## src/rtl/jstk_spi_ctrl_pkg.sv

```systemverilog
// Shared definitions for the PmodJSTK SPI master: FSM states, transaction size
// and where the X, Y and button fields sit inside the 40-bit received word.
package jstk_pkg;

  typedef enum logic [2:0] {
    ST_IDLE,
    ST_INIT,
    ST_XFER,
    ST_GAP,
    ST_FINISH
  } jstk_state_t;

  localparam int JSTK_NBYTES = 5;
  localparam int JSTK_DOUT_W = 8 * JSTK_NBYTES;

  // Byte 1 lands in [39:32] and byte 5 in [7:0]
  localparam int X_LO_MSB  = 39;
  localparam int X_LO_LSB  = 32;
  localparam int X_HI_MSB  = 25;
  localparam int X_HI_LSB  = 24;
  localparam int Y_LO_MSB  = 23;
  localparam int Y_LO_LSB  = 16;
  localparam int Y_HI_MSB  = 9;
  localparam int Y_HI_LSB  = 8;
  localparam int BTN_MSB   = 2;
  localparam int BTN_LSB   = 0;

  function automatic logic [9:0] decode_x(input logic [JSTK_DOUT_W-1:0] d);
    return {d[X_HI_MSB:X_HI_LSB], d[X_LO_MSB:X_LO_LSB]};
  endfunction

  function automatic logic [9:0] decode_y(input logic [JSTK_DOUT_W-1:0] d);
    return {d[Y_HI_MSB:Y_HI_LSB], d[Y_LO_MSB:Y_LO_LSB]};
  endfunction

  function automatic logic [2:0] decode_btn(input logic [JSTK_DOUT_W-1:0] d);
    return d[BTN_MSB:BTN_LSB];
  endfunction

endpackage

```

## src/rtl/jstk_spi_ctrl_if.sv

```systemverilog
// Signal bundle between the joystick SPI master and its surroundings
// (divider clock, request/data from the car logic, SPI pins, decoded results).
interface jstk_spi_ctrl_if;
  import jstk_pkg::*;

  logic                   SCLK_IN;
  logic                   SNDREC;
  logic [7:0]             DIN;
  logic                   MISO;
  logic                   SS;
  logic                   MOSI;
  logic                   SCLK;
  logic                   BUSY;
  logic                   DONE;
  logic [JSTK_DOUT_W-1:0] DOUT;
  logic [9:0]             X;
  logic [9:0]             Y;
  logic [2:0]             BTN;

  modport master (
    input  SCLK_IN, SNDREC, DIN, MISO,
    output SS, MOSI, SCLK, BUSY, DONE, DOUT, X, Y, BTN
  );

  modport slave (
    output SCLK_IN, SNDREC, DIN, MISO,
    input  SS, MOSI, SCLK, BUSY, DONE, DOUT, X, Y, BTN
  );

endinterface

```

## src/rtl/jstk_spi_ctrl_edge_det.sv

```systemverilog
// Turns the divided SPI clock into one-CLK rise/fall pulses in the system domain.
module jstk_edge_det (
  input  logic CLK,
  input  logic RST,
  input  logic SCLK_IN,
  output logic rise,
  output logic fall
);

  logic sclk_d;

  always_ff @(posedge CLK) begin
    if (RST) sclk_d <= 1'b0;
    else     sclk_d <= SCLK_IN;
  end

  assign rise = SCLK_IN & ~sclk_d;
  assign fall = ~SCLK_IN & sclk_d;

endmodule

```

## src/rtl/jstk_spi_ctrl.sv

```systemverilog
// PmodJSTK SPI master (mode 0): one command byte out, five data bytes back.
// Define JSTK_DECODE_EN to get registered X/Y/BTN; otherwise they read 0.
module jstk_spi_ctrl
  import jstk_pkg::*;
#(
  parameter int NBYTES   = JSTK_NBYTES,
  parameter int INIT_PER = 1,
  parameter int GAP_PER  = 1
) (
  input  logic            CLK,
  input  logic            RST,
  jstk_spi_ctrl_if.master bus
);

  localparam int PER_MAX = (INIT_PER > GAP_PER) ? INIT_PER : GAP_PER;
  localparam int PCNT_W  = $clog2(PER_MAX) + 1;
  localparam logic [PCNT_W-1:0] INIT_LAST = PCNT_W'(INIT_PER - 1);
  localparam logic [PCNT_W-1:0] GAP_LAST  = PCNT_W'(GAP_PER - 1);
  localparam logic [2:0]        LAST_BYTE = 3'(NBYTES - 1);

  jstk_state_t            state;
  logic                   ss;
  logic                   mosi;
  logic                   sclk;
  logic                   busy;
  logic                   done;
  logic [JSTK_DOUT_W-1:0] dout;
  logic [JSTK_DOUT_W-1:0] rx_shift;
  logic [7:0]             tx_byte;
  logic [3:0]             bitcnt;
  logic [2:0]             bytecnt;
  logic [PCNT_W-1:0]      pcnt;
  logic                   rise;
  logic                   fall;

  jstk_edge_det u_edge (
    .CLK     (CLK),
    .RST     (RST),
    .SCLK_IN (bus.SCLK_IN),
    .rise    (rise),
    .fall    (fall)
  );

  // tx_byte shifts left so the next outgoing bit is always at [6] on a fall
  always_ff @(posedge CLK) begin
    if (RST) begin
      state    <= ST_IDLE;
      ss       <= 1'b1;
      mosi     <= 1'b0;
      sclk     <= 1'b0;
      busy     <= 1'b0;
      done     <= 1'b0;
      dout     <= '0;
      rx_shift <= '0;
      tx_byte  <= '0;
      bitcnt   <= '0;
      bytecnt  <= '0;
      pcnt     <= '0;
    end else begin
      done <= 1'b0;
      case (state)
        ST_IDLE: begin
          ss   <= 1'b1;
          sclk <= 1'b0;
          if (bus.SNDREC) begin
            tx_byte  <= bus.DIN;
            rx_shift <= '0;
            bitcnt   <= '0;
            bytecnt  <= '0;
            pcnt     <= '0;
            ss       <= 1'b0;
            busy     <= 1'b1;
            state    <= ST_INIT;
          end
        end

        ST_INIT: begin
          if (fall) begin
            if (pcnt == INIT_LAST) begin
              pcnt   <= '0;
              mosi   <= tx_byte[7];
              bitcnt <= '0;
              state  <= ST_XFER;
            end else begin
              pcnt <= pcnt + 1'b1;
            end
          end
        end

        ST_XFER: begin
          sclk <= bus.SCLK_IN;
          if (rise) begin
            rx_shift <= {rx_shift[JSTK_DOUT_W-2:0], bus.MISO};
            bitcnt   <= bitcnt + 1'b1;
          end else if (fall) begin
            if (bitcnt < 4'd8) begin
              mosi    <= tx_byte[6];
              tx_byte <= {tx_byte[6:0], 1'b0};
            end else if (bytecnt == LAST_BYTE) begin
              state <= ST_FINISH;
            end else begin
              bytecnt <= bytecnt + 1'b1;
              tx_byte <= 8'h00;
              mosi    <= 1'b0;
              pcnt    <= '0;
              state   <= ST_GAP;
            end
          end
        end

        ST_GAP: begin
          sclk <= 1'b0;
          mosi <= 1'b0;
          if (fall) begin
            if (pcnt == GAP_LAST) begin
              pcnt   <= '0;
              mosi   <= tx_byte[7];
              bitcnt <= '0;
              state  <= ST_XFER;
            end else begin
              pcnt <= pcnt + 1'b1;
            end
          end
        end

        ST_FINISH: begin
          ss    <= 1'b1;
          sclk  <= 1'b0;
          mosi  <= 1'b0;
          dout  <= rx_shift;
          done  <= 1'b1;
          busy  <= 1'b0;
          state <= ST_IDLE;
        end

        default: state <= ST_IDLE;
      endcase
    end
  end

  assign bus.SS   = ss;
  assign bus.MOSI = mosi;
  assign bus.SCLK = sclk;
  assign bus.BUSY = busy;
  assign bus.DONE = done;
  assign bus.DOUT = dout;

`ifdef JSTK_DECODE_EN
  logic [9:0] x_q;
  logic [9:0] y_q;
  logic [2:0] btn_q;

  // Decoded fields load from the shift register so they change with DONE
  always_ff @(posedge CLK) begin
    if (RST) begin
      x_q   <= '0;
      y_q   <= '0;
      btn_q <= '0;
    end else if (state == ST_FINISH) begin
      x_q   <= decode_x(rx_shift);
      y_q   <= decode_y(rx_shift);
      btn_q <= decode_btn(rx_shift);
    end
  end

  assign bus.X   = x_q;
  assign bus.Y   = y_q;
  assign bus.BTN = btn_q;
`else
  assign bus.X   = '0;
  assign bus.Y   = '0;
  assign bus.BTN = '0;
`endif

endmodule

```

## src/flat_wrapper.sv

```systemverilog
// flat-port wrapper written by rule: the top's interface ports become plain ports
module jstk_spi_ctrl_flat import jstk_pkg::*;
#(
  parameter int NBYTES   = JSTK_NBYTES,
  parameter int INIT_PER = 1,
  parameter int GAP_PER  = 1
)
  (CLK, RST, bus_SCLK_IN, bus_SNDREC, bus_DIN, bus_MISO, bus_SS, bus_MOSI, bus_SCLK, bus_BUSY, bus_DONE, bus_DOUT, bus_X, bus_Y, bus_BTN);
  jstk_spi_ctrl_if bus_i ();
  input  logic CLK;
  input  logic RST;
  input wire logic [$bits(bus_i.SCLK_IN)-1:0] bus_SCLK_IN;
  input wire logic [$bits(bus_i.SNDREC)-1:0] bus_SNDREC;
  input wire logic [$bits(bus_i.DIN)-1:0] bus_DIN;
  input wire logic [$bits(bus_i.MISO)-1:0] bus_MISO;
  output wire logic [$bits(bus_i.SS)-1:0] bus_SS;
  output wire logic [$bits(bus_i.MOSI)-1:0] bus_MOSI;
  output wire logic [$bits(bus_i.SCLK)-1:0] bus_SCLK;
  output wire logic [$bits(bus_i.BUSY)-1:0] bus_BUSY;
  output wire logic [$bits(bus_i.DONE)-1:0] bus_DONE;
  output wire logic [$bits(bus_i.DOUT)-1:0] bus_DOUT;
  output wire logic [$bits(bus_i.X)-1:0] bus_X;
  output wire logic [$bits(bus_i.Y)-1:0] bus_Y;
  output wire logic [$bits(bus_i.BTN)-1:0] bus_BTN;
  assign bus_i.SCLK_IN = bus_SCLK_IN;
  assign bus_i.SNDREC = bus_SNDREC;
  assign bus_i.DIN = bus_DIN;
  assign bus_i.MISO = bus_MISO;
  assign bus_SS = bus_i.SS;
  assign bus_MOSI = bus_i.MOSI;
  assign bus_SCLK = bus_i.SCLK;
  assign bus_BUSY = bus_i.BUSY;
  assign bus_DONE = bus_i.DONE;
  assign bus_DOUT = bus_i.DOUT;
  assign bus_X = bus_i.X;
  assign bus_Y = bus_i.Y;
  assign bus_BTN = bus_i.BTN;
  jstk_spi_ctrl #(.NBYTES(NBYTES), .INIT_PER(INIT_PER), .GAP_PER(GAP_PER)) u_core (.CLK(CLK), .RST(RST), .bus(bus_i));
endmodule
```

## config.mk

```make
export PLATFORM = sky130hd
export DESIGN_NAME = jstk_spi_ctrl_flat
export DESIGN_NICKNAME = d
export VERILOG_FILES = /design/src/rtl/jstk_spi_ctrl_pkg.sv /design/src/rtl/jstk_spi_ctrl_if.sv /design/src/rtl/jstk_spi_ctrl_edge_det.sv /design/src/rtl/jstk_spi_ctrl.sv /design/src/flat_wrapper.sv
export SDC_FILE = /design/constraint.sdc
export NUM_CORES = 1
export LEC_CHECK = 0
export CORE_ASPECT_RATIO = 0.8
export CORE_MARGIN = 2
export CORE_UTILIZATION = 25
export DETAILED_ROUTE_END_ITERATION = 7
export HOLD_SLACK_MARGIN = 0.08
export PLACE_DENSITY_LB_ADDON = 0.2
export SLEW_MARGIN = 20
export SYNTH_ARGS = -nofsm -noshare
export SYNTH_HDL_FRONTEND = slang
export SYNTH_SLANG_ARGS = --single-unit
```

## constraint.sdc

```tcl
create_clock -name CLK -period 4.1 [get_ports CLK]
set_input_delay 0.82 -clock CLK [delete_from_list [all_inputs] [get_ports CLK]]
set_output_delay 0.82 -clock CLK [all_outputs]
set_load 0.05 [all_outputs]
```

* After elaboration in Yosys (flattened, before gate mapping)
Index checks and enable logic that the tools add are counted.
** Cells by class
- $add $sub $neg :: 3
- Order comparisons :: 1
- Equality and inequality tests :: 16
- Mux-type cells :: 50
- Bitwise gates (word level) :: 4
- Reduce and logical (&&, ||, !) cells :: 16
** Operators with widths (count)
- $mux W40 :: 2
- $pmux W40 S2 :: 1
- $mux W8 :: 5
- $mux W3 :: 12
- $reduce_and A6 Y1 :: 3
- $mux W1 :: 17
- $mux W4 :: 4
- $pmux W8 S2 :: 1
- $ne A2 B2 Y1 const B :: 6
- $pmux W4 S3 :: 1
- $reduce_and A5 Y1 :: 2
- $pmux W3 S3 :: 1
- $ne A2 B1 Y1 const B :: 4
- $reduce_and A7 Y1 :: 1
- $eq A3 B2 Y1 const B :: 2
- $eq A3 B3 Y1 const B :: 2
- $pmux W1 S2 :: 3
- $pmux W3 S2 :: 1
- $reduce_bool A2 Y1 :: 3
- $add A4 B1 Y4 const B :: 1
- $lt A4 B4 Y1 const B :: 1
- $pmux W1 S4 :: 1
- $reduce_bool A4 Y1 :: 1
- $add A3 B1 Y3 const B :: 1
- other kinds (12) :: 14
** Storage, ports and cells
- Flip-flop bits (word level) :: 105
- Bits of input ports :: 13
- Output and inout bits :: 68
- Word-level logic and storage cells :: 103

* Longest topological paths before layout
Gate-level depths: netlist (run 1).
- Depth after elaboration :: 6
- Mapped depth :: 6
- Depth with buffers taken out :: 6

* Cells and area by module
Synthesis (run 1) repeated with hierarchy kept, for this count alone.
** Second synthesis, totals
- Cells, all modules :: 528
- Area total of the unflattened synthesis :: 4226.6 µm²
** By module, submodules not included
- jstk_spi_ctrl :: times used 1, cells each 524, area each 4187.8 µm², seq. area each 2062.0 µm²
- jstk_edge_det :: times used 1, cells each 4, area each 38.8 µm², seq. area each 20.0 µm²

* Worst setup path before layout (run 1)
No wires, ideal clock.
- Path kind :: input to register
- From :: in bus_SNDREC
- To :: reg u_core.bitcnt[1]
- Library setup time :: 70 ps
- Arrival time :: 1725 ps
- Data required time :: 4030 ps
- Setup slack :: 2305 ps
- Stages on the path :: 4
- Path buffers :: 0
- Cells stage by stage :: or3b_1 a31o_1 or2_1 a21oi_1
** On the way
- Cells in the longest elaborated chain, start to end :: 2
** Ends and longest elaborated chain
- start, declared :: RTL line flat_wrapper.sv:13 : input wire logic [$bits(bus_i.SNDREC)-1:0] bus_SNDREC;
- $ne A2 B2 Y1 (no line)
- $reduce_and A5 Y1 (no line)
- end signal, assigned :: RTL line jstk_spi_ctrl.sv:94 : bitcnt <= bitcnt + 1'b1;
- end, declared :: RTL line jstk_spi_ctrl.sv:30 : logic [3:0] bitcnt;
No other way between the ends.
A chain may end at the register's enable or synchronous reset.

* Worst setup path after layout (run 1)
- From :: in bus_SCLK_IN
- To :: reg u_core.bitcnt[2]
** On the way
- Cells in the longest elaborated chain, start to end :: 4
- Elaborated cells between the ends (all ways) :: 6
- Classes of those cells :: eq/ne (2); bitwise (3); reduce/logical (1)
** Ends and longest elaborated chain
- start, declared :: RTL line flat_wrapper.sv:12 : input wire logic [$bits(bus_i.SCLK_IN)-1:0] bus_SCLK_IN;
- $not A1 Y1 :: RTL line jstk_spi_ctrl_edge_det.sv:18 : assign fall = ~SCLK_IN & sclk_d;
- $and A1 B1 Y1 :: RTL line jstk_spi_ctrl_edge_det.sv:18
- $ne A2 B1 Y1 (no line)
- $reduce_and A5 Y1 (no line) *
Every way passes the cells marked *; elsewhere a longest branch is shown, timed or not.

==> metrics.cfg, run 1 <==
[hold_path]
hold_class = register to register

[synthesis]
syn_area_per_cell_um2 = 8.49
ys_warn_count = 0
yosys_register_bits = 104
syn_inst = 480
synth.top_cells.by_area = dfxtp_1 51%, nand2_1 8.7%, a22oi_1 7.4%
syn_area_um2 = 4080
ys_types = 40
yosysTopAreaCell = dfxtp_1
synth_ff_type = dfxtp_1
ys_seq_area_frac = 0.511
yosysTopAreaCellShare = 0.511
synth-async-reset-ratio = 0
synth-edff-count = 0

[timing]
final-hold-violation-count = 0
finalClockSkew_ns = 0.00385
maxSlewViolCount = 0
slew_headroom = 0.413
tightest_slew_ns = 0.880
fin_setup_tns_ns = 0
period_share = 0.586
layout_min_cycle_time_ns = 2.40
setup_viol = 0
fmax_ghz = 0.416
rsz0062_at_grt = no

[critical_path]
crit_type = primary input to register
cp.required_ns = 4.36
path_max_fanout = 43
worst_path_max_delay_cell = and2_2
worstSetupStartpointType = primary input
cp.arrival_ns = 2.67
cp_cell_sequence = clkdlybuf4s50_1 -> nor2b_1 -> and2_2 -> a21oi_1 -> nor3_1
critPathCaptureType = register
max_stage_delay_ns = 0.69

[clock_network]
cts_setup_buffers = 0
cts_resized = 0
numCtsBuffers = 9
cts_tree = built
cts_buffer_depth = 2
cts_max_level = 3
clockRootBuffer = clkbuf_16
hold_buffers = 0
insertion_delay_ns = 0.34
clk_pin_slew_ns = 0.07
clock-sinks = 104

[power_and_ir_drop]
p_int_mw = 1.48
p_switching_mw = 0.481
power_density_nw_per_um2 = 396
peakVddDrop_mv = 0.188
pwr-share-clk = 0.401
p_total_mw = 1.97
leakage_nw = 1.66
pwr-share-seq = 0.525
combPwrFrac = 0.074
netSwitchingFraction = 0.245

[detailed_routing]
vias = 3269
via_per_inst = 4.46
drt_iter0_drc = 150
wirelength_mm = 9.30
wl_per_cell_um = 12.7
dr.pass1.iters = 4
drc = 0
postRouteAntennaNets = 0

[placed_design]
hpwl_mm = 5.94
gp_congestion = 0.724
dp_cells = 717
portBuffers = 57

[layout]
multi_input_comb_area_um2 = 1740
seq_area_um2 = 2080
area_growth_pct = 21.8
final_nets = 529
final_layout_size_suffix_gt1_frac = 0.0405
antennaDiodeCount = 0
fin_cells = 733
fillers = 1692

[global_routing]
grt_pass1_wl_mm = 15.3
grt_max_degree = 54
grt_use_total = 0.108
grt_pass1_vias = 3102
antenna_found_initial = 0
overflow = 0

[floorplanning]
floorplan.initialDensity = 0.257
core-area_um2 = 15900
die_h_um = 118
rows = 41
ios = 81
die_area_um2 = 17300
dieWidth_um = 147

[outcome]
status = finished clean

[job]
cap_viol_max_count = 0

cells in the mapped netlist (all sizes together), types with 2 or more instances:
cell type  count
dfxtp        104
nand2         94
a21oi         57
nor2          48
a22oi         40
buf           32
clkbuf        28
nand3b         9
a311oi         7
nand3          7
o21ai          6
inv            5
and2           4
ha             3
nor2b          3
nor3           3
or3b           3
and3           2
nand2b         2
nand4bb        2
o21a           2
o32ai          2
or2            2
per-layer routing:
| metal | GRT usage | wire length (um) |
|---|---|---|
| met3 | 0.0320 | 407 |
| met1 | 0.147 | 4680 |
| met5 | 0 | 0 |
| met2 | 0.166 | 4140 |
| met4 | 0.0328 | 64 |
cell families after synthesis:
| kind of cell | synth area share |
|---|---|
| simple gates | 0.200 |
| mux | 0.00246 |
| flops | 0.511 |
| xor+xnor | 0.00215 |
| other cells | 0.000920 |
| compound gates | 0.190 |
| buf+inv | 0.0844 |
| fa+ha+maj | 0.00921 |
power groups by stage:
stage	clock [mW]	combinational, mW	sequential (mW)
floorplan	0	0.126	1.06
global placement	0	0.145	1.05
detailed placement	0	0.147	1.05
CTS	0.816	0.147	1.03
global route	0.857	0.157	1.03
finish	0.787	0.146	1.03
stage by stage:
step | setup slack [ns] | utilization | hold WS (ns) | area, um2
after global placement | 1.38 | 0.296 | 0.447 | 4700
after CTS | 1.70 | 0.313 | 0.461 | 4960
after global routing | 1.54 | 0.313 | 0.475 | 4960
after floorplan | 2.31 | - | 0.432 | 4160
final | 1.70 | 0.313 | 0.455 | 4960
after detailed placement | 1.33 | 0.296 | 0.449 | 4700
path summary, 6_finish.rpt:
path	from	endpoint	slack (ns)	cells after the start
worst max-delay path	bus_SCLK_IN	u_core.bitcnt[2]	1.70	5
worst min-delay path	u_core.bus.DOUT[2]	u_core.bus.DOUT[2]	0.45	2
worst max register to register	u_core.state[2]	u_core.bus.MOSI	2.07	4
worst min register to register	u_core.bus.DOUT[2]	u_core.bus.DOUT[2]	0.45	2
placed cells by master, fill, tap and decap left out, types with 3 or more instances in the layout:
master / n
nor2_1: 48
dfxtp_1: 104
ha_1: 3
buf_4: 4
conb_1: 23
clkbuf_1: 3
a21oi_1: 57
clkdlybuf4s50_1: 56
nor3_1: 3
clkbuf_16: 9
a22oi_1: 40
a311oi_1: 7
nand2_1: 94
nand3_1: 7
inv_1: 5
o21ai_1: 4
nor2b_1: 3
nand3b_1: 9
worst max-delay path, delay by kind of cell:
kind / cells / cell delay, ns
simple gates: 3 / 1.07
buf+inv: 1 / 0.59
compound gates: 1 / 0.15
flip-flops by register name, indices dropped and copies added, names as in the netlist, 3 cells and up:
signal and count:
u_core.state 3, u_core.tx_byte 8, u_core.bitcnt 4, u_core.rx_shift 40, u_core.bus.DOUT 40, u_core.bytecnt 3
final cells by class:
cell class | instances | share of cell area
Tap cell | 215 | 0.0542
Timing Repair Buffer | 60 | 0.119
Multi-Input combinational cell | 333 | 0.350
Clock buffer | 13 | 0.0504
Clock inverter | 3 | 0.00353
Inverter | 5 | 0.00378
Sequential cell | 104 | 0.419
Note: power is estimated with default switching activity, not from simulation.
==> run 2: changes to the inputs <==
==> constraint.sdc (replaced) <==
create_clock -name CLK -period 2.3 [get_ports CLK]
set_input_delay 0.46 -clock CLK [delete_from_list [all_inputs] [get_ports CLK]]
set_output_delay 0.46 -clock CLK [all_outputs]
set_load 0.05 [all_outputs]
==> run 2 against run 1 <==
Design area is 2.7% higher. Core utilization grew 0.85 points. Clock skew is 0.00054 ns lower. Clock-buffer cell count fell by 3. Global-route usage rose by 0.22 points. Sequential cell count did not move. Clock power rose by 100%. Sequential share of layout area shrank 1.1 points.
==> metrics.cfg, run 2 (synthesis gave the netlist of run 1 again) <==
[detailed_routing]
vias = 3331  ; was 3269
drc = 0  ; unchanged
via_per_inst = 4.50  ; was 4.46
wl_per_cell_um = 12.5  ; was 12.7 um
wirelength_mm = 9.28  ; was 9.30 mm
postRouteAntennaNets = 0  ; unchanged
dr.pass1.iters = 6  ; was 4
drt_iter0_drc = 184  ; was 150

[global_routing]
grt_use_total = 0.110  ; was 0.108
overflow = 0  ; unchanged
antenna_found_initial = 0  ; unchanged
grt_pass1_wl_mm = 15.9  ; was 15.3 mm
grt_pass1_vias = 3128  ; was 3102
grt_max_degree = 58  ; was 54

[floorplanning]
floorplan.initialDensity = 0.257  ; unchanged
rows = 41  ; unchanged
dieWidth_um = 147  ; unchanged
core-area_um2 = 15900  ; unchanged
ios = 81  ; unchanged
die_area_um2 = 17300  ; unchanged
die_h_um = 118  ; unchanged

[timing]
fin_setup_tns_ns = 0  ; unchanged
fin_ws_ns = 0.284  ; was 1.70 ns
fmax_ghz = 0.496
finalClockSkew_ns = 0.00331  ; was 0.00385 ns
setup_viol = 0  ; unchanged
rsz0062_at_grt = no  ; unchanged
layout_min_cycle_time_ns = 2.02
period_share = 0.876
maxSlewViolCount = 0  ; unchanged
tightest_slew_ns = 0.622  ; was 0.880 ns
final-hold-violation-count = 0  ; unchanged
slew_headroom = 0.586  ; was 0.413
holdWs_ns = 0.454  ; was 0.455 ns

[power_and_ir_drop]
netSwitchingFraction = 0.236  ; was 0.245
pwr-share-clk = 0.433  ; was 0.401
peakVddDrop_mv = 0.361  ; was 0.188 mV
p_total_mw = 3.72  ; was 1.97 mW
combPwrFrac = 0.072  ; was 0.074
leakage_nw = 1.73  ; was 1.66 nW
power_density_nw_per_um2 = 729  ; was 396 nW/um2
pwr-share-seq = 0.495  ; was 0.525
p_int_mw = 2.84  ; was 1.48 mW
p_switching_mw = 0.877  ; was 0.481 mW

[clock_network]
clockRootBuffer = clkbuf_16  ; unchanged
cts_resized = 0  ; unchanged
clk_pin_slew_ns = 0.07  ; about the same
hold_buffers = 0  ; unchanged
insertion_delay_ns = 0.33  ; was 0.34 ns
cts_setup_buffers = 0  ; unchanged
clock-sinks = 104  ; unchanged
cts_buffer_depth = 2  ; unchanged
cts_max_level = 3  ; unchanged
cts_tree = built  ; unchanged
numCtsBuffers = 9  ; unchanged

[layout]
antennaDiodeCount = 0  ; unchanged
post-route-util = 0.322  ; was 0.313
fin_cells = 740  ; was 733
final_layout_size_suffix_gt1_frac = 0.0571  ; was 0.0405
area_growth_pct = 25.1  ; was 21.8%
layout_common_cells = 104 x dfxtp_1, 94 x nand2_1, 57 x a21oi_1  ; unchanged
design_area_um2 = 5100  ; was 4960 um2
final_nets = 536  ; was 529
layout_commonest_cell = dfxtp_1  ; unchanged

[placed_design]
place_worst_setup_slack_ns = 0.182  ; was 1.33 ns
portBuffers = 57  ; unchanged
gp_congestion = 0.742  ; was 0.724
hpwl_mm = 6.06  ; was 5.94 mm
placed_cell_area_um2 = 4790  ; was 4700 um2
dp_cells = 724  ; was 717

[critical_path]
cp.required_ns = 1.84  ; was 4.36 ns
max_stage_delay_ns = 0.84  ; was 0.69 ns
cp_top_family = buffers and inverters  ; was simple AND/OR/NAND/NOR gates
worst_path_max_delay_cell = clkdlybuf4s50_1  ; was and2_2
cp.arrival_ns = 1.56  ; was 2.67 ns
worstSetupStartpointType = register  ; was primary input
critPathCaptureType = primary output  ; was register
crit_type = register to primary output  ; was primary input to register
critPathBufInv = 1  ; unchanged
cp_cell_sequence = clkdlybuf4s50_1  ; was clkdlybuf4s50_1 -> nor2b_1 -> and2_2 -> a21oi_1 -> nor3_1
path_max_fanout = 2  ; was 43

[job]
cap_viol_max_count = 0  ; unchanged

[hold_path]
hold_class = register to register  ; unchanged

[outcome]
status = finished clean  ; unchanged

-- run 2: final timing paths --
path,start,end,slack (ns),cells past startpoint
max,u_core.bus.SS,bus_SS,0.28,1
max reg2reg,u_core.state[2],u_core.bus.MOSI,0.42,4
min reg2reg,u_core.bus.DOUT[6],u_core.bus.DOUT[6],0.45,2
min,u_core.bus.DOUT[6],u_core.bus.DOUT[6],0.45,2
-- run 2: layout make-up --
cell class	instances	area, um2
Clock buffer	10	229
Clock inverter	6	83.8
Fill cell	1680	10800
Inverter	5	18.8
Multi-Input combinational cell	333	1740
Sequential cell	104	2080
Tap cell	215	269
Timing Repair Buffer	67	681
-- run 2: power groups by stage --
stage / combinational (mW) / sequential, mW / clock [mW]
global placement: 0.266 / 1.88 / 0
CTS: 0.268 / 1.84 / 1.68
floorplan: 0.225 / 1.89 / 0
finish: 0.268 / 1.84 / 1.61
global route: 0.289 / 1.84 / 1.75
detailed placement: 0.268 / 1.88 / 0
-- run 2: metal layers --
layer | vias up | routed length [um] | track usage
met2 | 81 | 3930 | 0.167
met4 | 0 | 80 | 0.0285
li1 | 1679 | - | -
met3 | 10 | 468 | 0.0297
met1 | 1561 | 4800 | 0.155
met5 | - | 0 | 0
